--- config.mk ---
export PLATFORM = sky130hd
export DESIGN_NAME = max7219_sequencer
export DESIGN_NICKNAME = d
export VERILOG_FILES = /design/src/rtl/max7219_sequencer.sv
export SDC_FILE = /design/constraint.sdc
export NUM_CORES = 1
export LEC_CHECK = 0
export CORE_MARGIN = 1
export CORE_UTILIZATION = 52
export DETAILED_ROUTE_END_ITERATION = 12
export PLACE_DENSITY = 0.79
export SLEW_MARGIN = 20
export SYNTH_ARGS = -nofsm -noshare
export SYNTH_HDL_FRONTEND = slang
export SYNTH_SLANG_ARGS = --single-unit
--- constraint.sdc ---
create_clock -name clock -period 3.7 [get_ports clock]
set_input_delay 0.555 -clock clock [delete_from_list [all_inputs] [get_ports clock]]
set_output_delay 0.555 -clock clock [all_outputs]
set_load 0.02 [all_outputs]
--- src/rtl/max7219_sequencer.sv ---
// max7219_sequencer
//   Produces the 16-bit command frames that bring up a MAX7219 LED driver
//   and keep its digit registers refreshed. The frames go to an external SPI
//   shifter through a valid/ready handshake.
//
//   After reset the block sends the initialisation frames: test off, scan
//   limit, no decode, intensity and normal operation. It then refreshes every
//   digit once and waits in IDLE. From IDLE it writes a new intensity when
//   in_intensity changes. It refreshes all digits again when a refresh has
//   been requested, either by in_update or by the optional period timer.
//
// Ports
//   clock        system clock
//   reset        asynchronous active-high reset
//   in_data      segment bytes; byte i goes to digit register i+1
//   in_update    single-cycle refresh request
//   in_intensity runtime intensity (0..15)
//   frame_data   frame {4'h0, addr[3:0], data[7:0]}
//   frame_valid  frame_data holds a frame waiting to be shifted
//   frame_ready  shifter accepts the frame on this edge
//   busy         sequencer is outside IDLE
//   init_done    initialisation frames have all been accepted
//
// state      | meaning
// -----------+-------------------------------------------------------------
// INIT       | send the five configuration frames, steps 0..4
// IDLE       | wait for an intensity change or a pending refresh
// INTENSITY  | send a single intensity frame carrying in_intensity
// REFRESH    | send the digit frames 1..DIGITS from the in_data snapshot

module max7219_sequencer #(
  parameter int         DIGITS         = 8,
  parameter logic [3:0] INTENSITY_INIT = 4'h8,
  parameter int         REFRESH_PERIOD = 0
) (
  input  logic                  clock,
  input  logic                  reset,
  input  logic [8*DIGITS-1:0]   in_data,
  input  logic                  in_update,
  input  logic [3:0]            in_intensity,
  output logic [15:0]           frame_data,
  output logic                  frame_valid,
  input  logic                  frame_ready,
  output logic                  busy,
  output logic                  init_done
);

  typedef enum logic [1:0] {
    ST_INIT      = 2'd0,
    ST_IDLE      = 2'd1,
    ST_INTENSITY = 2'd2,
    ST_REFRESH   = 2'd3
  } state_t;

  localparam logic [2:0] INIT_LAST  = 3'd4;
  localparam logic [2:0] DIGIT_LAST = 3'(DIGITS - 1);
  localparam int         CNT_W      = (REFRESH_PERIOD > 1) ? $clog2(REFRESH_PERIOD) : 1;
  localparam logic [CNT_W-1:0] CNT_LAST =
    (REFRESH_PERIOD > 0) ? CNT_W'(REFRESH_PERIOD - 1) : '0;

  state_t                state_q, state_d;
  logic [2:0]            step_q, step_d;
  logic                  valid_q, valid_d;
  logic [15:0]           data_q, data_d;
  logic                  init_done_q, init_done_d;
  logic                  pending_q, pending_d;
  logic [3:0]            last_int_q, last_int_d;
  logic [CNT_W-1:0]      cnt_q, cnt_d;
  logic [8*DIGITS-1:0]   snap_q, snap_d;

  logic [63:0] snap_pad;
  logic [15:0] slot_frame;
  logic        period_wrap;
  logic        enter_refresh;
  logic        xfer;

  // Widen the snapshot to eight bytes. A 3-bit step then always selects a
  // byte inside the vector, whatever DIGITS is.
  assign snap_pad = 64'(snap_q);
  assign xfer     = valid_q & frame_ready;

  always_comb begin
    slot_frame = 16'h0000;
    case (state_q)
      ST_INIT: begin
        case (step_q)
          3'd0:    slot_frame = 16'h0F00;
          3'd1:    slot_frame = {8'h0B, 5'd0, DIGIT_LAST};
          3'd2:    slot_frame = 16'h0900;
          3'd3:    slot_frame = {8'h0A, 4'h0, INTENSITY_INIT};
          default: slot_frame = 16'h0C01;
        endcase
      end
      ST_INTENSITY: slot_frame = {8'h0A, 4'h0, in_intensity};
      ST_REFRESH:   slot_frame = {4'h0, {1'b0, step_q} + 4'd1,
                                  snap_pad[{step_q, 3'b000} +: 8]};
      default:      slot_frame = 16'h0000;
    endcase
  end

  // The period counter runs in every state. Its wrap only raises the
  // pending flag, so a wrap that falls during a refresh queues one more.
  always_comb begin
    cnt_d       = cnt_q;
    period_wrap = 1'b0;
    if (REFRESH_PERIOD > 0) begin
      if (cnt_q == CNT_LAST) begin
        cnt_d       = '0;
        period_wrap = 1'b1;
      end else begin
        cnt_d = cnt_q + 1'b1;
      end
    end
  end

  always_comb begin
    state_d       = state_q;
    step_d        = step_q;
    valid_d       = valid_q;
    data_d        = data_q;
    init_done_d   = init_done_q;
    pending_d     = pending_q;
    last_int_d    = last_int_q;
    snap_d        = snap_q;
    enter_refresh = 1'b0;

    case (state_q)
      ST_IDLE: begin
        if (in_intensity != last_int_q) begin
          state_d = ST_INTENSITY;
          step_d  = 3'd0;
        end else if (pending_q) begin
          state_d       = ST_REFRESH;
          step_d        = 3'd0;
          enter_refresh = 1'b1;
        end
      end
      default: begin
        if (xfer) begin
          // Drop valid for one cycle. The next slot's frame is loaded on
          // the following edge.
          valid_d = 1'b0;
          case (state_q)
            ST_INIT: begin
              if (step_q == INIT_LAST) begin
                state_d       = ST_REFRESH;
                step_d        = 3'd0;
                init_done_d   = 1'b1;
                enter_refresh = 1'b1;
              end else begin
                step_d = step_q + 3'd1;
              end
            end
            ST_REFRESH: begin
              if (step_q == DIGIT_LAST) begin
                state_d = ST_IDLE;
                step_d  = 3'd0;
              end else begin
                step_d = step_q + 3'd1;
              end
            end
            default: begin
              state_d = ST_IDLE;
              step_d  = 3'd0;
            end
          endcase
        end else if (!valid_q) begin
          valid_d = 1'b1;
          data_d  = slot_frame;
          // Record the intensity that was actually sent. A change on
          // in_intensity while this frame is stalled is handled later from
          // IDLE.
          if (state_q == ST_INTENSITY) begin
            last_int_d = in_intensity;
          end
        end
      end
    endcase

    if (enter_refresh) begin
      snap_d    = in_data;
      pending_d = 1'b0;
    end
    // A new request in the same cycle wins over the clear on refresh entry.
    if (in_update || period_wrap) begin
      pending_d = 1'b1;
    end
  end

  always_ff @(posedge clock or posedge reset) begin
    if (reset) begin
      state_q     <= ST_INIT;
      step_q      <= 3'd0;
      valid_q     <= 1'b0;
      data_q      <= 16'h0000;
      init_done_q <= 1'b0;
      pending_q   <= 1'b0;
      last_int_q  <= INTENSITY_INIT;
      cnt_q       <= '0;
      snap_q      <= '0;
    end else begin
      state_q     <= state_d;
      step_q      <= step_d;
      valid_q     <= valid_d;
      data_q      <= data_d;
      init_done_q <= init_done_d;
      pending_q   <= pending_d;
      last_int_q  <= last_int_d;
      cnt_q       <= cnt_d;
      snap_q      <= snap_d;
    end
  end

  assign frame_data  = data_q;
  assign frame_valid = valid_q;
  assign busy        = (state_q != ST_IDLE);
  assign init_done   = init_done_q;

endmodule

# Word level (Yosys, flattened, before mapping)
# Cells that the tools add are included.
# op_classes
n_addsub	2
multipliers	0
n_div	0
n_lt_le_gt_ge	0
n_eq_ne	13
shift	1
muxes	25
bitwise	4
n_reduce_logical	9
# ops
op	count
64-bit by 7-bit variable part select with 8-bit output	1
16-bit case mux with 3 select lines	1
11-bit case mux with 4 select lines	1
3-bit 2-to-1 mux	6
2-bit 2-to-1 mux	6
4-bit AND reduction	3
1-bit 2-to-1 mux	9
3-bit inequality test (second input constant)	3
3-bit by 2-bit equality test with 1-bit output (second input constant)	2
3-bit equality test (second input constant)	2
3-bit case mux with 2 select lines	1
3-bit by 1-bit adder with 4-bit output (second input constant)	1
2-bit equality test (second input constant)	2
4-bit inequality test	1
2-bit case mux with 2 select lines	1
2-bit nonzero test	2
3-bit by 1-bit adder with 3-bit output (second input constant)	1
3-bit by 1-bit equality test with 1-bit output (second input constant)	1
3-bit zero test	1
1-bit inverter	3
3-bit AND reduction	1
2-bit by 1-bit equality test with 1-bit output (second input constant)	1
2-bit zero test	1
2-bit by 1-bit inequality test with 1-bit output (second input constant)	1
2 further kinds	2
# word_totals
register_bits	92
latch_bits	0
ramBits	0
romBits	0
inputBits	72
wordCells	62
mem_count	0

# Logic depth before layout (Yosys ltp)
# Gate-level depths: netlist of run 1.
# depth
word_depth	7
ltp_mapped	9
ltp_nobuf	6

# Worst setup path after synthesis of run 1
# OpenSTA, ideal clock, no wires.
# synth_timing
path_type	reg-to-reg
start	reg step_q[1]
end	reg snap_q[0] (netlist: snap_pad[0])
setup_time_ns	0.125
arrival_ns	1.885
required_ns	3.575
slack_ns	1.690
stages_incl_launch_ff	10
period_less_slack_ns	2.010
path_cell_list	dfrtp_1 -> clkbuf_1 -> buf_2 -> inv_1 -> ha_1 -> nand4_2 -> o31ai_4 -> buf_12 -> buf_12 -> mux2_4
# synth_via
elab_chain_cells	5
# synth_lines
element	line_no	text
start, declared	62	logic [2:0] step_q, step_d;
start signal, assigned	203	step_q <= step_d;
3-bit equality test	145	if (step_q == INIT_LAST) begin
1-bit 2-to-1 mux	145	
1-bit 2-to-1 mux	143	case (state_q)
1-bit 2-to-1 mux	139	if (xfer) begin
1-bit 2-to-1 mux	127	case (state_q)
end signal, assigned	210	snap_q <= snap_d;
end, declared	69	logic [8*DIGITS-1:0] snap_q, snap_d;
# No other way between the ends.
# A chain may end at the register's enable or synchronous reset.

# Worst setup path in the final report of run 1
# layout_timing
start	reg state_q[1]
end	out busy
# layout_via
elab_chain_cells	1
# layout_lines
element	line_no	text
start, declared	61	state_t state_q, state_d;
start signal, assigned	202	state_q <= state_d;
2-bit by 1-bit inequality test with 1-bit output	216	assign busy = (state_q != ST_IDLE);
end, declared	44	output logic busy,
# No other way between the ends.

==> impl_metrics.csv, run 1 <==
group,metric,value,unit
run_status,outcome,"finished, final reports clean",
setup_path,reg2reg_slack,1.43,ns
clock_network,cts_resized,0,
finish,drive_gt1_share,19.5,%
setup_path,reg2regPathDepth,7,
timing,fin_setup_tns,0,ns
setup_path,reg2reg_from,"state_q[1]$_DFFE_PP0P_",
setup_path,r2r-end,"snap_pad[48]$_DFFE_PP0P_",
yosys,ys_seq_area_share,49.3,%
setup_path,cpLargestDelayFamily,"buffers and inverters",
power,p_leak,0.00241,uW
timing,period_share,67.5,%
clock_network,clockRootBuffer,"clkbuf_8",
finish,syn_to_final_growth,23.6,%
timing,fin_crit,2.50,ns
clock_network,clkSinkCount,88,
route,num_vias,2841,
setup_path,worstPathMaxFanout,10,
setup_path,crit_buf_inv,3,
finish,final_net_count,489,
grt,grt_pass1_vias,3061,
clock_network,clock_path_buffers,2,
place,dp_hpwl,6620,um
place,finalWeightedCongestion,0.825,
worst_hold_path,min-delay-start,"init_done$_DFFE_PP0P_",
clock_network,clk_pin_slew,0.08,ns
timing,worst_pin_slew,0.666,ns
clock_network,worstSkewPairLatency,0.36,ns
timing,rsz0062_at_grt,"no",
floorplan,dieArea,8960,sq um
grt,grt_max_degree,49,
grt,grt-ovfl-total,0,
yosys,synth-edff-count,0,
timing,setup_viol,0,
floorplan,placementRows,33,
clock_network,htree_num_levels,3,
yosys,ys_ff_latch,88,
route,route.detailed.drc,0,
timing,setup_slack,1.20,ns
worst_hold_path,hold_path.class,"register to register",
yosys,synthCells,322,
timing,skew,0.00731,ns
setup_path,criticalPathCategory,"register to primary output",
floorplan,start_util,54.1,%
yosys,async_flop_share,100,%
route,firstDrtPassIters,4,
clock_network,numCtsBuffers,9,
setup_path,crit_path_top_delay_cell,"clkdlybuf4s50_1",
floorplan,die_h,94.7,um
setup_path,cpPeakStageDelay,0.55,ns
setup_path,cp-start-kind,"register",
yosys,yosysUniqueCellTypes,47,
timing,fin_hold_ws,0.482,ns
finish,nFillCells,615,
yosys,synth_warnings,0,
setup_path,required,3.14,ns
setup_path,path_cells,"inv_1 -> ha_1 -> inv_2 -> clkdlybuf4s50_1",
timing,finalHoldViolCount,0,
timing,relSlewSlack,55.5,%
power,power_density,719,nW/um^2
route,drtIter0Drc,108,
worst_hold_path,hold_end,"init_done$_DFFE_PP0P_",
worst_hold_path,whs_path_depth,1,
floorplan,io_pins,91,
route,wl_per_cell,17.9,um
route,ant_nets,0,
finish,n_antenna_cell,0,
finish,final_cells,516,
timing,fmax,0.400,GHz
finish,layout_common_cells,"dfrtp_1 (86), clkdlybuf4s50_1 (86), mux2_4 (49)",
place,pre_cts_slack,1.09,ns
yosys,synth_ff_type,"dfrtp_1",
clock_network,postCtsSetupBuffers,0,
place,io_buffers,86,
grt,grtUsageTotal,22.7,%
floorplan,chipWidth,94.7,um
grt,antenna_found_initial,0,
place,dp_cells,501,
route,wl,9240,um
yosys,syn_area,4470,sq um
setup_path,critPathLaunch,"state_q[1]$_DFFE_PP0P_",
flow_run,drv_cap,0,
floorplan,core_area,8260,sq um
route,viasPerCell,5.51,
yosys,synth_area_per_cell,13.9,sq um
grt,grt_pass1_wl,15400,um
clock_network,cts_tree,"built",
timing,drv_slew,0,
power,irDropWorstVdd,0.306,mV
setup_path,worst_setup_path_end_kind,"primary output",
clock_network,cts_hold_repair.buffers,0,
setup_path,cp.arrival,1.94,ns
-- worst max-delay path by stage --
| stage | endpoint | depth (start not counted) |
|---|---|---|
| 5_1_grt | busy | 4 |
| 6_report | busy | 4 |
| 4_1_cts | busy | 4 |
| 2_1_floorplan | frame_data[0]$_DFFE_PP0P_ | 1 |
| 3_3_place_gp | snap_pad[53]$_DFFE_PP0P_ | 6 |
| 3_5_place_dp | snap_pad[48]$_DFFE_PP0P_ | 6 |
-- registers in the layout (all words and copies together), names as in the netlist --
register	flops
frame_data	12
frame_valid	1
init_done	1
last_int_q	4
pending_q	1
snap_pad	64
state_q	2
step_q	3
-- through the flow --
stage	util [%]	total power (uW)	area, sq um
2_1_floorplan	-	2790	4480
3_3_place_gp	64.4	3210	5320
3_5_place_dp	64.4	3280	5320
4_1_cts	66.9	3990	5520
5_1_grt	66.9	4230	5520
6_report	66.9	3970	5520
-- metal layers --
metal | part of all wire [%] | GRT usage (%)
met1 | 47 | 31.4
met5 | 0 | 0
met3 | 5.3 | 6.76
met2 | 47 | 35.6
met4 | 0.58 | 4.80
-- power by group --
group / leakage, uW / internal (uW) / switching (uW)
clock: 0.000103 / 375 / 327
combinational: 0.00118 / 895 / 728
sequential: 0.00113 / 1370 / 273
-- area by class of cell --
type                       count  area [sq um]  share of cell area, %
inverter                       9          35.0                  0.634
sequential                    88          2200                   39.9
multi-input combinational    207          2030                   36.8
clock inverter                 4          70.1                   1.27
tap                          105           131                   2.38
timing repair buffer          92           918                   16.6
clock buffer                  11           131                   2.38
-- cells by family after synthesis --
| logic type | count (synthesis) | synth area share, % |
|---|---|---|
| multiplexers | 96 | 28.7 |
| flip-flops | 88 | 49.3 |
| AO/OA/AOI/OAI | 48 | 7.79 |
| AND/OR/NAND/NOR | 45 | 5.13 |
| buffers and inverters | 30 | 5.43 |
| adder cells (fa/ha/maj) | 10 | 2.80 |
| XOR/XNOR | 4 | 0.784 |
| other | 1 | 0.0840 |
-- synth_stat cells (all sizes together) (2+ instances only) --
cell type	n	area [sq um]
nand4	6	50.0
a22oi	7	52.6
and2	2	12.5
a221oi	7	61.3
a31oi	2	12.5
nand2	19	71.3
clkbuf	6	22.5
nand2b	2	12.5
xnor2	4	35.0
mux2	68	950
nor2	9	33.8
ha	10	125
o21ai	14	70.1
inv	9	33.8
nor2b	3	18.8
mux4	4	90.1
a21oi	4	20.0
dfrtp	87	2180
mux2i	24	240
buf	15	186
Power figures use the tool's default switching activity.
==> run 2, diff against run 1 <==
CORE_UTILIZATION = 47   (was 52)
PLACE_DENSITY = 0.75   (was 0.79)
clock period = 2.07 ns   (was 3.7 ns; I/O delays follow)
==> run 2 against run 1 <==
Net effect: sequential power is 76% higher; count of clock-buffer cells in the layout grew 1; worst hold slack worse by 0.062 ns; clock skew hardly changed; die area is 10% higher; cell count rose by 9.3%; first-iteration DRC count fell by 9.3%; critical path depth increased by 4.
==> impl_metrics.csv, run 2 (synthesis gave the netlist of run 1 again) <==
group,metric,value,unit
grt,grt-ovfl-total,0,
clock_network,numCtsBuffers,9,
timing,fmax,0.509,GHz
clock_network,clock_path_buffers,2,
power,power_density,1220,nW/um^2
finish,n_antenna_cell,0,
floorplan,start_util,48.3,%
flow_run,drv_cap,0,
clock_network,worstSkewPairLatency,0.34,ns
timing,period_share,95.0,%
timing,fin_setup_tns,0,ns
grt,grt_max_degree,89,
route,firstDrtPassIters,4,
setup_path,criticalPathCategory,"register to register",
route,route.detailed.drc,0,
setup_path,reg2reg_from,"state_q[1]$_DFFE_PP0P_",
timing,finalHoldViolCount,0,
power,irDropWorstVdd,0.513,mV
setup_path,cpPeakStageDelay,0.40,ns
power,power_frac_seq,41.2,%
route,wl_per_cell,16.7,um
timing,rsz0062_at_grt,"no",
floorplan,die_h,99.5,um
place,finalWeightedCongestion,0.820,
setup_path,worst_setup_path_end_kind,"register",
setup_path,path_cells,"inv_1 -> ha_1 -> buf_6 -> inv_2 -> o31ai_4 -> buf_6 -> buf_12 -> mux2_1",
setup_path,cp-start-kind,"register",
setup_path,crit_top_cell,"buf_6",
finish,layout_common_cells,"dfrtp_1 (86), clkdlybuf4s50_1 (85), mux2_4 (49)",
setup_path,cp.arrival,2.18,ns
route,wl,9410,um
setup_path,required,2.29,ns
clock_network,clkSinkCount,88,
setup_path,crit_path_top_delay_cell,"dfrtp_1",
clock_network,htree_num_levels,3,
worst_hold_path,hold_path.class,"primary input to asynchronous set/reset pin",
timing,skew,0.00751,ns
route,viasPerCell,5.20,
power,switchingPower,2410,uW
grt,grt_pass1_vias,2992,
timing,fin_hold_ws,0.420,ns
clock_network,cts_tree,"built",
finish,layout_commonest_cell,"dfrtp_1",
finish,final_net_count,513,
clock_network,cts_hold_repair.buffers,0,
power,p_leak,0.00252,uW
finish,drive_gt1_share,23.7,%
route,num_vias,2933,
timing,worst_pin_slew,0.583,ns
timing,fin_crit,1.97,ns
setup_path,critPathLaunch,"state_q[1]$_DFFE_PP0P_",
place,dp_hpwl,6910,um
finish,syn_to_final_growth,29.6,%
clock_network,clk_pin_slew,0.08,ns
setup_path,cpLargestDelayFamily,"buffers and inverters",
timing,setup_viol,0,
route,ant_nets,0,
power,p_clk_share,14.2,%
grt,grtUsageTotal,19.8,%
timing,relSlewSlack,61.0,%
grt,grt_pass1_wl,15100,um
place,io_buffers,86,
power,power.internal,4640,uW
floorplan,dieArea,9900,sq um
setup_path,worstPathMaxFanout,13,
timing,drv_slew,0,
run_status,outcome,"finished, final reports clean",
floorplan,chipWidth,99.5,um
setup_path,crit_buf_inv,5,
floorplan,core_area,9240,sq um
route,drtIter0Drc,98,
grt,antenna_found_initial,0,
clock_network,clockRootBuffer,"clkbuf_8",
setup_path,cp.depth,8,
floorplan,placementRows,35,
power,combPwrFrac,44.6,%
setup_path,reg2regPathDepth,8,
power,p_sw_share,34.2,%
power,power.total,7060,uW
finish,largest_reg_flops,64,
floorplan,io_pins,91,
==> run 2: cell types whose count changed in the layout (fill, tap and decap cells not counted), sizes merged <==
| cell | change |
|---|---|
| buf | +23 |
| bufinv | -2 |
| clkbuf | +2 |
| clkdlybuf4s50 | -1 |
| clkinv | -2 |
| clkinvlp | +3 |
| dlygate4sd2 | +1 |
==> run 2: final timing paths <==
| check | end | slack [ns] |
|---|---|---|
| hold reg to reg | init_done$_DFFE_PP0P_ | 0.48 |
| setup / recovery | snap_pad[48]$_DFFE_PP0P_ | 0.10 |
| min in group clock | init_done$_DFFE_PP0P_ | 0.48 |
| hold / removal | snap_pad[59]$_DFFE_PP0P_ | 0.42 |
| setup reg to reg | snap_pad[48]$_DFFE_PP0P_ | 0.10 |
| max in group asynchronous | last_int_q[3]$_DFFE_PP1P_ | 1.25 |
==> run 2: layout make-up <==
cell class,count,area [sq um]
repair buffers,116,1190
flip-flops and latches,88,2200
fillers,752,3450
inverters,9,37.5
clock inverters,3,20.0
multi-input cells,207,2040
well taps,129,161
clock buffers,12,135
==> run 2: power groups by stage <==
stage                     clock network [uW]  logic (uW)  registers, uW
after floorplan                            0        2090           2910
after global placement                     0        2990           2900
after detailed placement                   0        3070           2940
after CTS                               1030        3080           2910
after global routing                    1090        3390           2980
final                                   1000        3140           2910
==> run 2: metrics by stage <==
| stage | utilization (%) | instance area, sq um | std cells | setup WS [ns] |
|---|---|---|---|---|
| 4_1_cts | 61.9 | 5720 | 560 | 0.0289 |
| 3_3_place_gp | 60.2 | 5570 | 545 | -0.141 |
| 6_report | 62.6 | 5790 | 564 | 0.104 |
| 5_1_grt | 62.6 | 5790 | 564 | 0.00572 |
| 3_5_place_dp | 60.2 | 5570 | 545 | -0.179 |
| 2_1_floorplan | - | 4480 | 325 | 0.0602 |
==> run 2: routing by layer <==
layer / vias up / wire length (um) / track usage [%]
met5: - / 0 / 0
met4: 0 / 72 / 5.77
met3: 8 / 399 / 3.09
met2: 84 / 4410 / 30.6
met1: 1467 / 4530 / 29.0
li1: 1374 / - / -
==> run 2: worst min-delay path, cell delays in order <==
cell             delay (ns)
clkdlybuf4s50_1        0.44
clkinvlp_4             0.09
buf_12                 0.35
==> run 2: what timing repair did <==
item                       in CTS  in global routing
cloned                          0                  1
resized for setup               1                  4
setup buffers                   0                  3
setup endpoints to repair       1                 60
